### src/rtl/if_id_stage_skid.sv
// IF/ID register with valid bit, one-entry skid and post-reset warm-up; 1-cycle latency.
// Backpressure: in_ready drops while the skid entry is occupied; stall holds the stage.
module if_id_stage_skid #(
   parameter int unsigned          XLEN      = 32,
   parameter int unsigned          ILEN      = 32,
   parameter logic [ILEN-1:0]      NOP_INSTR = 32'h0000_0013,
   parameter int unsigned          WARMUP    = 1
) (
   input  logic            clk,
   input  logic            rst,
   input  logic            flush,
   input  logic            stall,
   input  logic            in_valid,
   output logic            in_ready,
   input  logic [XLEN-1:0] pc_in,
   input  logic [ILEN-1:0] instr_in,
   output logic            out_valid,
   output logic [XLEN-1:0] pc_out,
   output logic [ILEN-1:0] instr_out,
   output logic [6:0]      opcode,
   output logic [2:0]      funct3,
   output logic [6:0]      funct7,
   output logic [4:0]      rs1,
   output logic [4:0]      rs2,
   output logic [4:0]      rd,
   output logic [24:0]     imm,
   output logic            skid_full
);

   typedef struct packed {
      logic [XLEN-1:0] pc;
      logic [ILEN-1:0] instr;
   } entry_t;

   localparam logic [2:0] WARMUP_INIT = 3'(WARMUP);

   logic [XLEN-1:0] pc_q, pc_d;
   logic [ILEN-1:0] instr_q, instr_d;
   logic            valid_q, valid_d;
   logic            skid_full_q, skid_full_d;
   entry_t          skid_q, skid_d;
   logic [2:0]      warm_q, warm_d;
   logic            accept;

   assign in_ready = !skid_full_q;
   assign accept   = in_valid & in_ready;

   always_comb begin
      pc_d        = pc_q;
      instr_d     = instr_q;
      valid_d     = valid_q;
      skid_full_d = skid_full_q;
      skid_d      = skid_q;
      warm_d      = warm_q;

      if (flush) begin
         pc_d        = '0;
         instr_d     = NOP_INSTR;
         valid_d     = 1'b0;
         skid_full_d = 1'b0;
      end else if (stall) begin
         // Memory still returns data during a stall; park it unless warming up.
         if (accept && (warm_q == 3'd0)) begin
            skid_d.pc    = pc_in;
            skid_d.instr = instr_in;
            skid_full_d  = 1'b1;
         end
      end else if (skid_full_q) begin
         pc_d        = skid_q.pc;
         instr_d     = skid_q.instr;
         valid_d     = 1'b1;
         skid_full_d = 1'b0;
      end else if (warm_q != 3'd0) begin
         warm_d  = warm_q - 3'd1;
         pc_d    = pc_in;
         instr_d = NOP_INSTR;
         valid_d = 1'b0;
      end else if (accept) begin
         pc_d    = pc_in;
         instr_d = instr_in;
         valid_d = 1'b1;
      end else begin
         pc_d    = pc_in;
         instr_d = NOP_INSTR;
         valid_d = 1'b0;
      end
   end

   always_ff @(posedge clk or negedge rst) begin
      if (!rst) begin
         pc_q         <= '0;
         instr_q      <= NOP_INSTR;
         valid_q      <= 1'b0;
         skid_full_q  <= 1'b0;
         skid_q.pc    <= '0;
         skid_q.instr <= NOP_INSTR;
         warm_q       <= WARMUP_INIT;
      end else begin
         pc_q        <= pc_d;
         instr_q     <= instr_d;
         valid_q     <= valid_d;
         skid_full_q <= skid_full_d;
         skid_q      <= skid_d;
         warm_q      <= warm_d;
      end
   end

   assign out_valid = valid_q;
   assign pc_out    = pc_q;
   assign instr_out = instr_q;
   assign skid_full = skid_full_q;

   // Pure slices: a bubble decodes as addi x0,x0,0.
   assign opcode = instr_q[6:0];
   assign rd     = instr_q[11:7];
   assign funct3 = instr_q[14:12];
   assign rs1    = instr_q[19:15];
   assign rs2    = instr_q[24:20];
   assign funct7 = instr_q[31:25];
   assign imm    = instr_q[31:7];

endmodule

### config.mk
export PLATFORM = sky130hd
export DESIGN_NAME = if_id_stage_skid
export DESIGN_NICKNAME = d
export VERILOG_FILES = /design/src/rtl/if_id_stage_skid.sv
export SDC_FILE = /design/constraint.sdc
export NUM_CORES = 1
export LEC_CHECK = 0
export ABC_AREA = 1
export CORE_MARGIN = 2
export CORE_UTILIZATION = 45
export CTS_BUF_LIST = sky130_fd_sc_hd__clkbuf_8 sky130_fd_sc_hd__clkbuf_16
export DETAILED_ROUTE_END_ITERATION = 10
export PLACE_DENSITY = 0.85
export SLEW_MARGIN = 10
export SYNTH_ARGS = -nofsm -noshare
export SYNTH_HDL_FRONTEND = slang
export SYNTH_SLANG_ARGS = --single-unit
### constraint.sdc
create_clock -name clk -period 3.9 [get_ports clk]
set_clock_uncertainty 0.05 [all_clocks]
set_input_delay 1.17 -clock clk [delete_from_list [all_inputs] [get_ports clk]]
set_output_delay 1.17 -clock clk [all_outputs]
set_load 0.02 [all_outputs]
==> out/qor.txt, run 1 <==
# hold bufs at CTS: 0
Hold WC Path Type: register to register
Mapped Cells: 784
core region area: 0.0138 sq mm
Residual DRC: 0
met2 global-route usage: 0.345
via/cell ratio: 4.91
RSZ-0062 raised after global routing: no
slowest stage delay, CP: 660 ps
# diodes: 0
Mapped Nets: 855
initial antenna violation count: 0
Seq/Total Area, Yosys: 0.531
CP cell instances: clkdlybuf4s50_1
Iter 0 DRT Violations: 439
setup TNS: 0 ps
pin count of the biggest net entering global routing: 70
slowest cell on the critical path: clkdlybuf4s50_1
Synth-to-Final Area Change: 35.1%
Crit Path Category: register to primary output
run status: finished, final reports clean
DRT antenna net count: 0
fin area: 0.00849 sq mm
Startpoint Class: register
CTS H-Tree Depth: 4
Post-CTS Setup Bufs: 0
# port buffers: 192
DR WL/cell: 14.2 microns
Worst-path clk slew: 60 ps
DRT Pass-1 Iters: 5
Finish-stage setup viols: 0
endpoint class of the critical path: primary output
GPL Wtd Cong: 0.787
Die Y: 122 microns
clk_lat worst skew: 420 ps
DR vias: 5385
P per Cell Area: 561 mW/mm^2
cell family with most CP delay: buffers and inverters
synthesized flop and latch total: 133
CTS tree: done
worst-path fanout max: 3
Starting Density: 0.456
f_max: 352 MHz
layout cells sized above 1: 0.0622
met1 Resource Use GR: 0.272
fin nets: 974
max_cap viols: 0
clk sinks: 133
# rows: 43
first-pass GRT wire length: 24900 microns
GRT Residual Overflow: 0
Max IR drop VDD: 294 uV
buffers and inverters on the worst path: 1
num ports: 193
Die X-Extent: 122 microns
Worst-Margin Slew: 634 ps
global route hottest layer: met2
clk buf depth: 2
Die ar.: 0.0149 sq mm
synthesized area: 0.00628 sq mm
Leak: 4.20 nW
Total Routing Usage GR: 0.215
critical path arrival: 1620 ps
Worst R2R Setup Slack: 1710 ps
Yosys cell types: 19
CTS buffer count: 17
minimum clock period: 2840 ps
GR Util met3: 0.0501
vias in the first global route: 4997
Synth warnings: 0
Slew HR: 0.577
Final HPWL DP: 9950 microns
post_cts resized: 0
max-slew violation count: 0
syn avg cell area: 8.01 sq um
period utilisation layout: 0.728
DP Area: 0.00788 sq mm
clk root buf: clkbuf_16
DRT Wirelength: 15500 microns
Final Hold Vio Count: 0
Req. time, crit path: 2680 ps
## final cells by class
cell class                      instances  area, sq um
Clock inverter                         12          135
Clock buffer                           20          467
Tap cell                              180          225
Inverter                               20         75.1
Timing Repair Buffer                  203         2020
Sequential cell                       133         3340
Multi-Input combinational cell        528         2230
Fill cell                            1181         5290
## flip-flops by register name (all words and copies together) (netlist names)
name       count
skid_q        64
instr_out     32
pc_out        32
warm_q         3
out_valid      1
skid_full      1
## metrics by stage
step | power [W] | std cells | worst slack [ps] | hold WS [ps] | utilization
2_1_floorplan | 0.00275 | 784 | 1690 | 392 | -
3_3_place_gp | 0.00311 | 1064 | 1070 | 403 | 0.572
3_5_place_dp | 0.00316 | 1064 | 1040 | 409 | 0.572
4_1_cts | 0.00479 | 1096 | 1040 | 423 | 0.616
5_1_grt | 0.00505 | 1096 | 1010 | 437 | 0.616
6_report | 0.00476 | 1096 | 1060 | 418 | 0.616
## cell families after synthesis
family,count (synthesis),share of synthesized area
adder cells (fa/ha/maj),2,0.00398
buffers and inverters,123,0.117
AND/OR/NAND/NOR,471,0.293
AO/OA/AOI/OAI,53,0.0522
XOR/XNOR,2,0.00279
flip-flops,133,0.531
## worst min-delay path, delay by kind of cell, from the launching register on
family           cells  cell delay (ps)
DFF                  1              340
and+or+nand+nor      2              100
## synthesized netlist by cell type
cell type,instances,share of area
buf_1,3,0.0018
buf_2,27,0.022
buf_4,63,0.075
clkbuf_1,10,0.0060
dfrtp_1,126,0.50
dfstp_2,7,0.029
ha_1,2,0.0040
inv_1,17,0.010
inv_2,3,0.0018
nand2_1,349,0.21
nand2_2,1,0.0010
nand3_1,55,0.044
nor2_1,65,0.039
nor2_2,1,0.0010
o21ai_0,22,0.018
o21ai_1,6,0.0048
o31ai_1,25,0.030
xnor2_1,1,0.0014
xor2_1,1,0.0014
## placed cells by master (no fill, tap or decap)
master,count
dfrtp_2,1
o21ai_1,6
o21ai_0,22
clkbuf_16,17
nor2_1,64
dfstp_2,7
o31ai_1,25
buf_6,1
buf_4,10
clkbuf_8,3
bufinv_16,3
nand2_2,2
nand3_1,55
buf_12,1
inv_2,3
dfrtp_1,125
xor2_1,1
clkinv_2,6
nor2_4,2
xnor2_1,1
ha_1,2
clkinvlp_4,1
nand2_1,348
inv_1,19
clkdlybuf4s50_1,191
## layer usage
layer	wire, microns	share of wire	vias to the layer above
met5	0	0	-
met4	488	0.031	0
met3	787	0.051	36
met2	7750	0.50	178
met1	6500	0.42	2537
li1	-	-	2634
## power by group
| part | switching [W] | internal [W] | total [W] |
|---|---|---|---|
| Sequential | 0.000228 | 0.00180 | 0.00203 |
| Combinational | 0.000650 | 0.000469 | 0.00112 |
| Clock | 0.000574 | 0.00104 | 0.00162 |
| Total | 0.00145 | 0.00331 | 0.00476 |
## final timing paths
kind | startpoint | end | cells past startpoint
setup / recovery | instr_out[1] | opcode[1] | 1
hold / removal | skid_q[41] | skid_q[41] | 2
setup reg to reg | skid_full | instr_out[18] | 9
hold reg to reg | skid_q[41] | skid_q[41] | 2
max in group asynchronous | rst | warm_q[0] | 2
min in group asynchronous | rst | skid_q[41] | 1
No activity file was read; power rests on OpenSTA's default activity.
==> run 2: changes to the inputs <==
Clock period 3.9 ns to 2.9 ns, I/O delays scaled along.
==> out/qor.txt, run 2 (synthesized netlist as in run 1, its figures left out) <==
run status: finished, final reports clean
DR vias: 5385 (unchanged)
Critical R2R Launch: skid_full
Residual DRC: 0 (unchanged)
slowest stage delay, CP: 660 ps (about the same)
Slew HR: 0.618 (+0.0404)
# rows: 43 (unchanged)
Iter 0 DRT Violations: 503 (+15%)
pin count of the biggest net entering global routing: 121 (+73%)
GPL Wtd Cong: 0.773 (-1.8%)
core region area: 0.0138 sq mm (unchanged)
most frequent cells in the layout: nand2_1 (348), clkdlybuf4s50_1 (191), dfrtp_1 (125)
most common cell after layout, fill and taps aside: nand2_1
DRT antenna net count: 0 (unchanged)
post_cts resized: 0 (unchanged)
Leak: 4.23 nW (+0.76%)
slowest cell on the critical path: clkdlybuf4s50_1
clk buf depth: 2 (unchanged)
clk sinks: 133 (unchanged)
initial antenna violation count: 0 (unchanged)
Hold WC Path Type: input pin to asynchronous set/reset pin
buffers and inverters on the worst path: 1 (unchanged)
via/cell ratio: 4.92 (about the same)
max FFs per register: 64 (unchanged)
DR WL/cell: 14.1 microns (-0.79%)
CP cell instances: clkdlybuf4s50_1
endpoint class of the critical path: primary output
Final Hold Vio Count: 0 (unchanged)
Die X-Extent: 122 microns (unchanged)
critical path arrival: 1620 ps (about the same)
clk root buf: clkbuf_16
# diodes: 0 (unchanged)
setup TNS: 0 ps (unchanged)
Worst-path clk slew: 50 ps (about the same)
layout cells sized above 1: 0.0612 (-0.00102)
Startpoint Class: register
GRT Residual Overflow: 0 (unchanged)
CP Launch Point: instr_out[1]
period utilisation layout: 0.875
CTS H-Tree Depth: 4 (unchanged)
R2R cell count: 8 (-1)
DRT Wirelength: 15400 microns (-0.88%)
Final HPWL DP: 9920 microns (-0.32%)
Die ar.: 0.0149 sq mm (unchanged)
fin nets: 973 (-0.10%)
RSZ-0062 raised after global routing: no
worst-path fanout max: 3 (unchanged)
cell family with most CP delay: buffers and inverters
Synth-to-Final Area Change: 36.7%
Die Y: 122 microns (unchanged)
Most flops, register: skid_q
Finish-stage setup viols: 0 (unchanged)
Max IR drop VDD: 348 uV (+18%)
CTS buffer count: 17 (unchanged)
max-slew violation count: 0 (unchanged)
DRT Pass-1 Iters: 5 (unchanged)
Starting Density: 0.456 (unchanged)
CTS tree: done
Worst Setup EP: opcode[1]
minimum clock period: 2540 ps
vias in the first global route: 4922 (-1.5%)
P per Cell Area: 766 mW/mm^2 (+36%)
Levels on crit path: 1 (unchanged)
Req. time, crit path: 1980 ps (-700 ps)
clk_lat worst skew: 410 ps (about the same)
RR Endpoint: skid_q[10]
Worst-Margin Slew: 574 ps (-60.6 ps)
# hold bufs at CTS: 0 (unchanged)
Post-CTS Setup Bufs: 0 (unchanged)
# port buffers: 192 (unchanged)
Fin Hold WS: 365 ps (-52.6 ps)
Crit Path Category: register to primary output
num ports: 193 (unchanged)
Total Routing Usage GR: 0.209 (-0.00620)
max_cap viols: 0 (unchanged)
Worst R2R Setup Slack: 810 ps (-900 ps)
first-pass GRT wire length: 24300 microns (-2.4%)
f_max: 394 MHz
-- run 2: changes by cell type in the layout (fill, tap and decap cells not counted), sizes merged --
cell	before	now
clkinvlp	1	2
clkbuf	20	22
buf	12	11
clkinv	6	2
bufinv	3	4
-- run 2: cell type report --
type                       count  area (sq um)
fill                        1138          5190
sequential                   133          3340
multi-input combinational    528          2230
timing repair buffer         202          2070
clock buffer                  22           494
tap                          180           225
clock inverter                10           153
inverter                      20          75.1
-- run 2: report_power, final --
part / switching (W) / internal (W) / leakage, nW
combinational: 0.000879 / 0.000647 / 2.19
sequential: 0.000309 / 0.00242 / 1.73
clock: 0.000776 / 0.00154 / 0.321
total: 0.00196 / 0.00461 / 4.23
-- run 2: layer usage --
layer,GRT usage,up-vias,part of all wire,wire length [microns]
li1,-,2628,-,-
met1,0.273,2543,0.43,6580
met5,0,-,0,0
met2,0.338,190,0.50,7690
met3,0.0398,24,0.049,760
met4,0.0927,0,0.024,367
-- run 2: worst min-delay path by stage --
| stage | startpoint | end | cells after the start |
|---|---|---|---|
| 2_1_floorplan | skid_q[10] | skid_q[10] | 2 |
| 3_3_place_gp | skid_q[18] | skid_q[18] | 2 |
| 3_5_place_dp | skid_q[54] | skid_q[54] | 2 |
| 4_1_cts | rst | pc_out[30] | 1 |
| 5_1_grt | rst | pc_out[10] | 1 |
| 6_report | rst | pc_out[9] | 1 |
-- run 2: stage by stage --
stage | std cells | instance area [sq um] | util | worst slack, ps | total power (W)
6_report | 1095 | 8590 | 0.623 | 362 | 0.00657
2_1_floorplan | 784 | 6280 | - | 985 | 0.00370
4_1_cts | 1095 | 8590 | 0.623 | 343 | 0.00662
5_1_grt | 1095 | 8590 | 0.623 | 331 | 0.00693
3_3_place_gp | 1063 | 7940 | 0.576 | 416 | 0.00421
3_5_place_dp | 1063 | 7940 | 0.576 | 348 | 0.00428
